<file path="config.mk">
export PLATFORM = sky130hd
export DESIGN_NAME = conv_feeder
export DESIGN_NICKNAME = d
export VERILOG_FILES = /design/src/rtl/conv_feeder.sv
export SDC_FILE = /design/constraint.sdc
export NUM_CORES = 1
export LEC_CHECK = 0
export CAP_MARGIN = 20
export CORE_MARGIN = 2
export CORE_UTILIZATION = 51
export DETAILED_ROUTE_END_ITERATION = 8
export PLACE_DENSITY = 0.85
export SLEW_MARGIN = 40
export SYNTH_ARGS = -nofsm -noshare
export SYNTH_HDL_FRONTEND = slang
export SYNTH_SLANG_ARGS = --single-unit
</file>
<file path="constraint.sdc">
create_clock -name clk -period 2.9 [get_ports clk]
set_input_delay 0.725 -clock clk [delete_from_list [all_inputs] [get_ports clk]]
set_output_delay 0.725 -clock clk [all_outputs]
set_load 0.02 [all_outputs]
</file>
<file path="src/rtl/conv_feeder.sv">
// Input-side feeder for the conv engine: loads one weight/bias set over the weight write
// port, then packs per-channel pixel bytes into IN_CHANNEL-wide words under FIFO back-pressure.
module conv_feeder #(
   parameter int IN_CHANNEL  = 3,
   parameter int NUM_WEIGHTS = 3040,
   parameter int IMG_W       = 32,
   parameter int IMG_H       = 32
) (
   input  logic                    clk,
   input  logic                    rst,
   input  logic                    start,
   input  logic                    skip_weights,
   input  logic [15:0]             s_w_data,
   input  logic                    s_w_valid,
   output logic                    s_w_ready,
   input  logic [7:0]              s_px_data,
   input  logic                    s_px_valid,
   output logic                    s_px_ready,
   input  logic                    fifo_almost_full,
   output logic [8*IN_CHANNEL-1:0] i_data,
   output logic                    i_valid,
   output logic [15:0]             weight_wr_data,
   output logic [31:0]             weight_wr_addr,
   output logic                    weight_wr_en,
   output logic                    busy,
   output logic                    done
);

   localparam int NUM_PIX = IMG_W * IMG_H;
   localparam int WA_W    = (NUM_WEIGHTS > 1) ? $clog2(NUM_WEIGHTS) : 1;
   localparam int PX_W    = (NUM_PIX > 1) ? $clog2(NUM_PIX) : 1;
   localparam int LANE_W  = (IN_CHANNEL > 1) ? $clog2(IN_CHANNEL) : 1;

   localparam logic [WA_W-1:0]   WADDR_LAST = WA_W'(NUM_WEIGHTS - 1);
   localparam logic [PX_W-1:0]   PIX_LAST   = PX_W'(NUM_PIX - 1);
   localparam logic [LANE_W-1:0] LANE_LAST  = LANE_W'(IN_CHANNEL - 1);

   typedef enum logic [1:0] {
      S_IDLE,
      S_LOAD_W,
      S_STREAM,
      S_DONE
   } state_e;

   state_e                         state_q, state_d;
   logic [WA_W-1:0]                waddr_q, waddr_d;
   logic [PX_W-1:0]                pix_q, pix_d;
   logic [LANE_W-1:0]              lane_q, lane_d;
   logic [IN_CHANNEL-1:0][7:0]     part_q, part_d;
   logic                           wr_en_q, wr_en_d;
   logic [15:0]                    wr_data_q, wr_data_d;
   logic [31:0]                    wr_addr_q, wr_addr_d;
   logic                           i_valid_q, i_valid_d;
   logic [IN_CHANNEL-1:0][7:0]     i_data_q, i_data_d;

   assign s_w_ready      = (state_q == S_LOAD_W);
   assign s_px_ready     = (state_q == S_STREAM) && !fifo_almost_full;
   assign busy           = (state_q != S_IDLE);
   assign done           = (state_q == S_DONE);
   assign weight_wr_en   = wr_en_q;
   assign weight_wr_data = wr_data_q;
   assign weight_wr_addr = wr_addr_q;
   assign i_valid        = i_valid_q;
   assign i_data         = i_data_q;

   always_comb begin
      // NOTE: every signal gets a default before the case so no path leaves one unassigned (no latches).
      state_d   = state_q;
      waddr_d   = waddr_q;
      pix_d     = pix_q;
      lane_d    = lane_q;
      part_d    = part_q;
      wr_en_d   = 1'b0;
      wr_data_d = wr_data_q;
      wr_addr_d = wr_addr_q;
      i_valid_d = 1'b0;
      i_data_d  = i_data_q;

      unique case (state_q)
         S_IDLE: begin
            if (start) state_d = skip_weights ? S_STREAM : S_LOAD_W;
         end
         S_LOAD_W: begin
            if (s_w_valid) begin
               wr_en_d   = 1'b1;
               wr_data_d = s_w_data;
               wr_addr_d = 32'(waddr_q);
               if (waddr_q == WADDR_LAST) begin
                  waddr_d = '0;
                  state_d = S_STREAM;
               end else begin
                  waddr_d = waddr_q + 1'b1;
               end
            end
         end
         S_STREAM: begin
            if (s_px_valid && s_px_ready) begin
               part_d[lane_q] = s_px_data;
               // The completed word includes the byte arriving this cycle.
               if (lane_q == LANE_LAST) begin
                  lane_d    = '0;
                  i_valid_d = 1'b1;
                  i_data_d  = part_d;
                  if (pix_q == PIX_LAST) begin
                     pix_d   = '0;
                     state_d = S_DONE;
                  end else begin
                     pix_d = pix_q + 1'b1;
                  end
               end else begin
                  lane_d = lane_q + 1'b1;
               end
            end
         end
         S_DONE: state_d = S_IDLE;
         default: state_d = S_IDLE;
      endcase
   end

   always_ff @(posedge clk) begin
      // NOTE: sequential state uses non-blocking assignments so all flops update together.
      if (rst) begin
         state_q   <= S_IDLE;
         waddr_q   <= '0;
         pix_q     <= '0;
         lane_q    <= '0;
         part_q    <= '0;
         wr_en_q   <= 1'b0;
         wr_data_q <= '0;
         wr_addr_q <= '0;
         i_valid_q <= 1'b0;
         i_data_q  <= '0;
      end else begin
         state_q   <= state_d;
         waddr_q   <= waddr_d;
         pix_q     <= pix_d;
         lane_q    <= lane_d;
         part_q    <= part_d;
         wr_en_q   <= wr_en_d;
         wr_data_q <= wr_data_d;
         wr_addr_q <= wr_addr_d;
         i_valid_q <= i_valid_d;
         i_data_q  <= i_data_d;
      end
   end

endmodule
</file>
# Word level (Yosys, flattened, before mapping)
# Cells that the tools add are included.
# word_totals
ff_bits,104
out_inout_bits,78
# classes
n_addsub,3
magnitude_cmp,2
eq_ne,12
n_mux,16
bitwise,3
n_reduce_logical,12
# op_table
operator,count
$bwmux W24,1
$demux W8 S2,1
$mux W2,8
$add A12 B1 Y12 const B,1
$eq A12 B12 Y1 const B,1
$mux W12,1
$add A10 B1 Y10 const B,1
$eq A10 B10 Y1 const B,1
$mux W10,1
$mux W8,1
$ne A2 B1 Y1 const B,4
$pmux W2 S4,1
$eq A2 B2 Y1 const B,3
$reduce_and A6 Y1,1
$ne A2 B2 Y1 const B,2
$reduce_and A2 Y1,2
$logic_and A1 B1 Y1,3
$lt A2 B3 Y1 const B,1
$not A1 Y1,3
$reduce_and A3 Y1,1
$reduce_or A3 Y1,1
$add A2 B1 Y2 const B,1
$eq A2 B1 Y1 const B,1
$ge A2 B1 Y1 const B,1
5 further kinds,6

# Depth between registers and ports, before layout
# Gate-level depths: netlist of run 1.
# depth
depth_word,5
depth_mapped,8
ltp_nobuf,7

# Least setup slack after synthesis of run 1
# Ideal clock, no wire load.
# synth_timing
kind,input-to-reg
from,input port fifo_almost_full
to,register i_data_q (netlist bit i_data[16])
setup_ns,0.132
arrival_ns,1.707
path_slack_ns,1.061
path_stages,6
n_path_buf,2
cell_sequence,nand3b_4 > or3b_1 > buf_2 > buf_2 > nand2_1 > a21oi_1
# synth_via
elab_chain_cells,4
# synth_lines
item,line,rtl
start: declaration,19,"input logic fifo_almost_full,"
$logic_not A1 Y1,57,assign s_px_ready = (state_q == S_STREAM) && !fifo_almost_full;
$logic_and A1 B1 Y1,57,
$logic_and A1 B1 Y1,97,if (s_px_valid && s_px_ready) begin
$reduce_and A3 Y1 (no source line),--,
end signal: assignment,143,i_data_q <= i_data_d;
end: declaration,54,"logic [IN_CHANNEL-1:0][7:0] i_data_q, i_data_d;"
# Every way passes these cells.
# A chain may end at the register's enable or synchronous reset.

# Final worst setup path of run 1
# layout_timing
from,input port fifo_almost_full
to,output port s_px_ready
# layout_via
elab_chain_cells,2
# layout_lines
item,line,rtl
$logic_not A1 Y1,57,
$logic_and A1 B1 Y1,57,
end: declaration,18,"output logic s_px_ready,"
# Every way passes these cells.

==> results of run 1 <==
per-stage QoR:
stage                     power, W  util [%]  hold slack [ns]  cell area, um^2
after floorplan            0.00174         -            0.431             3910
after global placement     0.00190      65.1            0.440             4720
after detailed placement   0.00191      65.1            0.447             4720
after CTS                  0.00286      68.1            0.461             4940
after global routing       0.00297      68.1            0.476             4940
final                      0.00283      68.1            0.457             4940
area by class of cell:
| type | count | area (um^2) | share of cell area (%) |
|---|---|---|---|
| Clock buffer | 10 | 138 | 2.78 |
| Clock inverter | 6 | 82.6 | 1.67 |
| Inverter | 5 | 18.8 | 0.380 |
| Multi-Input combinational cell | 333 | 1710 | 34.5 |
| Sequential cell | 96 | 1920 | 38.9 |
| Tap cell | 99 | 124 | 2.51 |
| Timing Repair Buffer | 98 | 951 | 19.2 |
worst paths after layout:
check,slack (ns),end,start,depth (start not counted)
hold / removal,0.46,i_data[8],part_q[8],2
setup / recovery,0.29,s_px_ready,fifo_almost_full,3
setup reg to reg,0.87,pix_q[9],state_q[0],7
hold reg to reg,0.46,i_data[8],part_q[8],2
per-layer routing:
layer / share of wire [%] / vias to the layer above / global-route usage [%]
met5: 0 / - / 0
met4: 1.2 / 0 / 7.69
met3: 4.8 / 9 / 4.59
met2: 50 / 91 / 36.2
met1: 44 / 1533 / 25.4
li1: - / 1639 / -
cell families after synthesis:
family / count (synthesis) / synth area share, %
buffers and inverters: 52 / 7.30
flip-flops: 96 / 50.1
adder cells (fa/ha/maj): 7 / 2.28
AND/OR/NAND/NOR: 203 / 23.3
AO/OA/AOI/OAI: 76 / 10.4
multiplexers: 10 / 2.61
other: 1 / 0.0977
XOR/XNOR: 17 / 3.88
sequential cells by signal, indices dropped and copies added (netlist names):
register and count:
part_q 16, state_q 2, weight_wr_data 16, weight_wr_addr 12, waddr_q 12, lane_q 2, i_data 24, i_valid 1
pix_q 10, weight_wr_en 1
synth_stat cells:
library cell	instances
nand2_1	126
dfxtp_1	96
a21oi_1	67
nor2_1	32
buf_4	20
clkbuf_1	17
nand3_1	16
xor2_1	15
mux2i_1	10
nand4_1	9
buf_2	8
ha_1	7
inv_1	5
and4_1	4
a21boi_0	2
a31oi_1	2
and2_1	2
and3_1	2
buf_1	2
nor2b_1	2
or3_1	2
xnor2_1	2
a21o_1	1
a2bb2oi_1	1
conb_1	1
nand3b_1	1
nand3b_4	1
nor3_1	1
nor3b_1	1
nor3b_4	1
nor4_1	1
o21ai_0	1
o21ai_1	1
o21bai_2	1
or2_2	1
or3b_1	1
worst max-delay path, cell delays in order:
cell             delay (ns)
clkdlybuf4s50_1        0.42
nor2b_1                0.12
clkdlybuf4s50_1        0.61
power breakdown:
group          switching, W  internal, W
clock network      0.000441     0.000505
registers         0.0000358      0.00137
logic              0.000283     0.000202
total              0.000760      0.00207
==> summary.txt, run 1 <==
Status = finished clean
Overflow after GRT = 0
Setup WS post-layout = 0.291 ns
CTS tree = built
Final setup vio count = 0
WP data required = 2.17 ns
Fill count = 594
Rows = 31
Final Skew = 0.00893 ns
Antenna Violating Nets Remaining = 0
Antenna violations before repair = 0
Register area share after synthesis = 50.1%
All-layer global routing usage = 20.9%
Post-CTS Setup Bufs = 0
Rel. slew slack = 64.0%
CP Max Fanout = 2
# hold bufs at CTS = 0
DR vias/cell = 5.06
Critical Path AT = 1.88 ns
Fraction of layout cells with a size suffix above 1 = 5.66%
Starting Density = 52.9%
Post-Route WL = 8440 um
Vias in the first global route = 3086
P_leak = 1.76 nW
Fmax = 383 MHz
TNS Setup = 0 ns
Post-synth top area cell = dfxtp_1
RSZ-0062 raised after global routing = no
Global-route wire length before repair = 14100 um
CTS sink count = 96
Worst slew pin tran = 0.535 ns
Worst setup SP type = primary input
Via count = 3272
Die extent in x = 90.7 um
Worst-case clock buffer depth = 2
Mapped cell area = 3840 um^2
CP Class = in -> out
Fin cells = 647
Clock Latency Late Sink = 0.34 ns
Yosys reg bits = 96
DRT Pass-1 Iters = 4
Maximum VDD drop = 0.362 mV
Placeable Area = 7250 um^2
Synthesis-to-finish area growth = 28.8%
Post-Syn Area per Cell = 8.31 um^2
Antenna diode instance count = 0
Cells after DPL = 631
CP endpoint kind = primary output
Tcrit/Tclk final = 90.0%
DR iter-0 viols = 155
TritonCTS Buffers = 9
CTS root buf = clkbuf_8
Htree depth = 3
Area share of the largest cell type after synthesis = 50.1%
Min Tclk post-route = 2.61 ns
Largest net degree at the start of global routing = 37
Top post-synthesis cells by area = dfxtp_1 (50%), nand2_1 (12%), a21oi_1 (8.7%), buf_4 (3.9%), xor2_1 (3.4%)
DRC violations left = 0
Ys Warns = 0
Most frequent cells in the layout = nand2_1 (126), dfxtp_1 (96), clkdlybuf4s50_1 (87), a21oi_1 (67), nor2_1 (32)
Die area = 8230 um^2
Post-synth cell types = 36
Post-Synthesis Cells = 462
Post-DP HPWL = 6020 um
CTS clk-pin slew, worst paths = 0.09 ns
Die Height = 90.7 um
Fin. Hold Viols = 0
I/O Buffers = 88
Number of I/O pins = 109
Commonest non-fill, non-tap cell in the layout = nand2_1
Slew Limit Fails = 0
Number of max-cap violations = 0
Placer Congestion = 0.817
Setup WS pre-CTS = 0.275 ns
Power Density = 573 nW/um^2
Post-cts resize count = 0
Hold crit path type = reg -> reg
WL/cell = 13.0 um
Layout net count = 581
Power figures use the tool's default switching activity.
==> run 2: changes to the inputs <==
- SKIP_CTS_REPAIR_TIMING: default -> 1
==> results of run 2 <==
Final layout, timing and power as in run 1 (identical DEF).
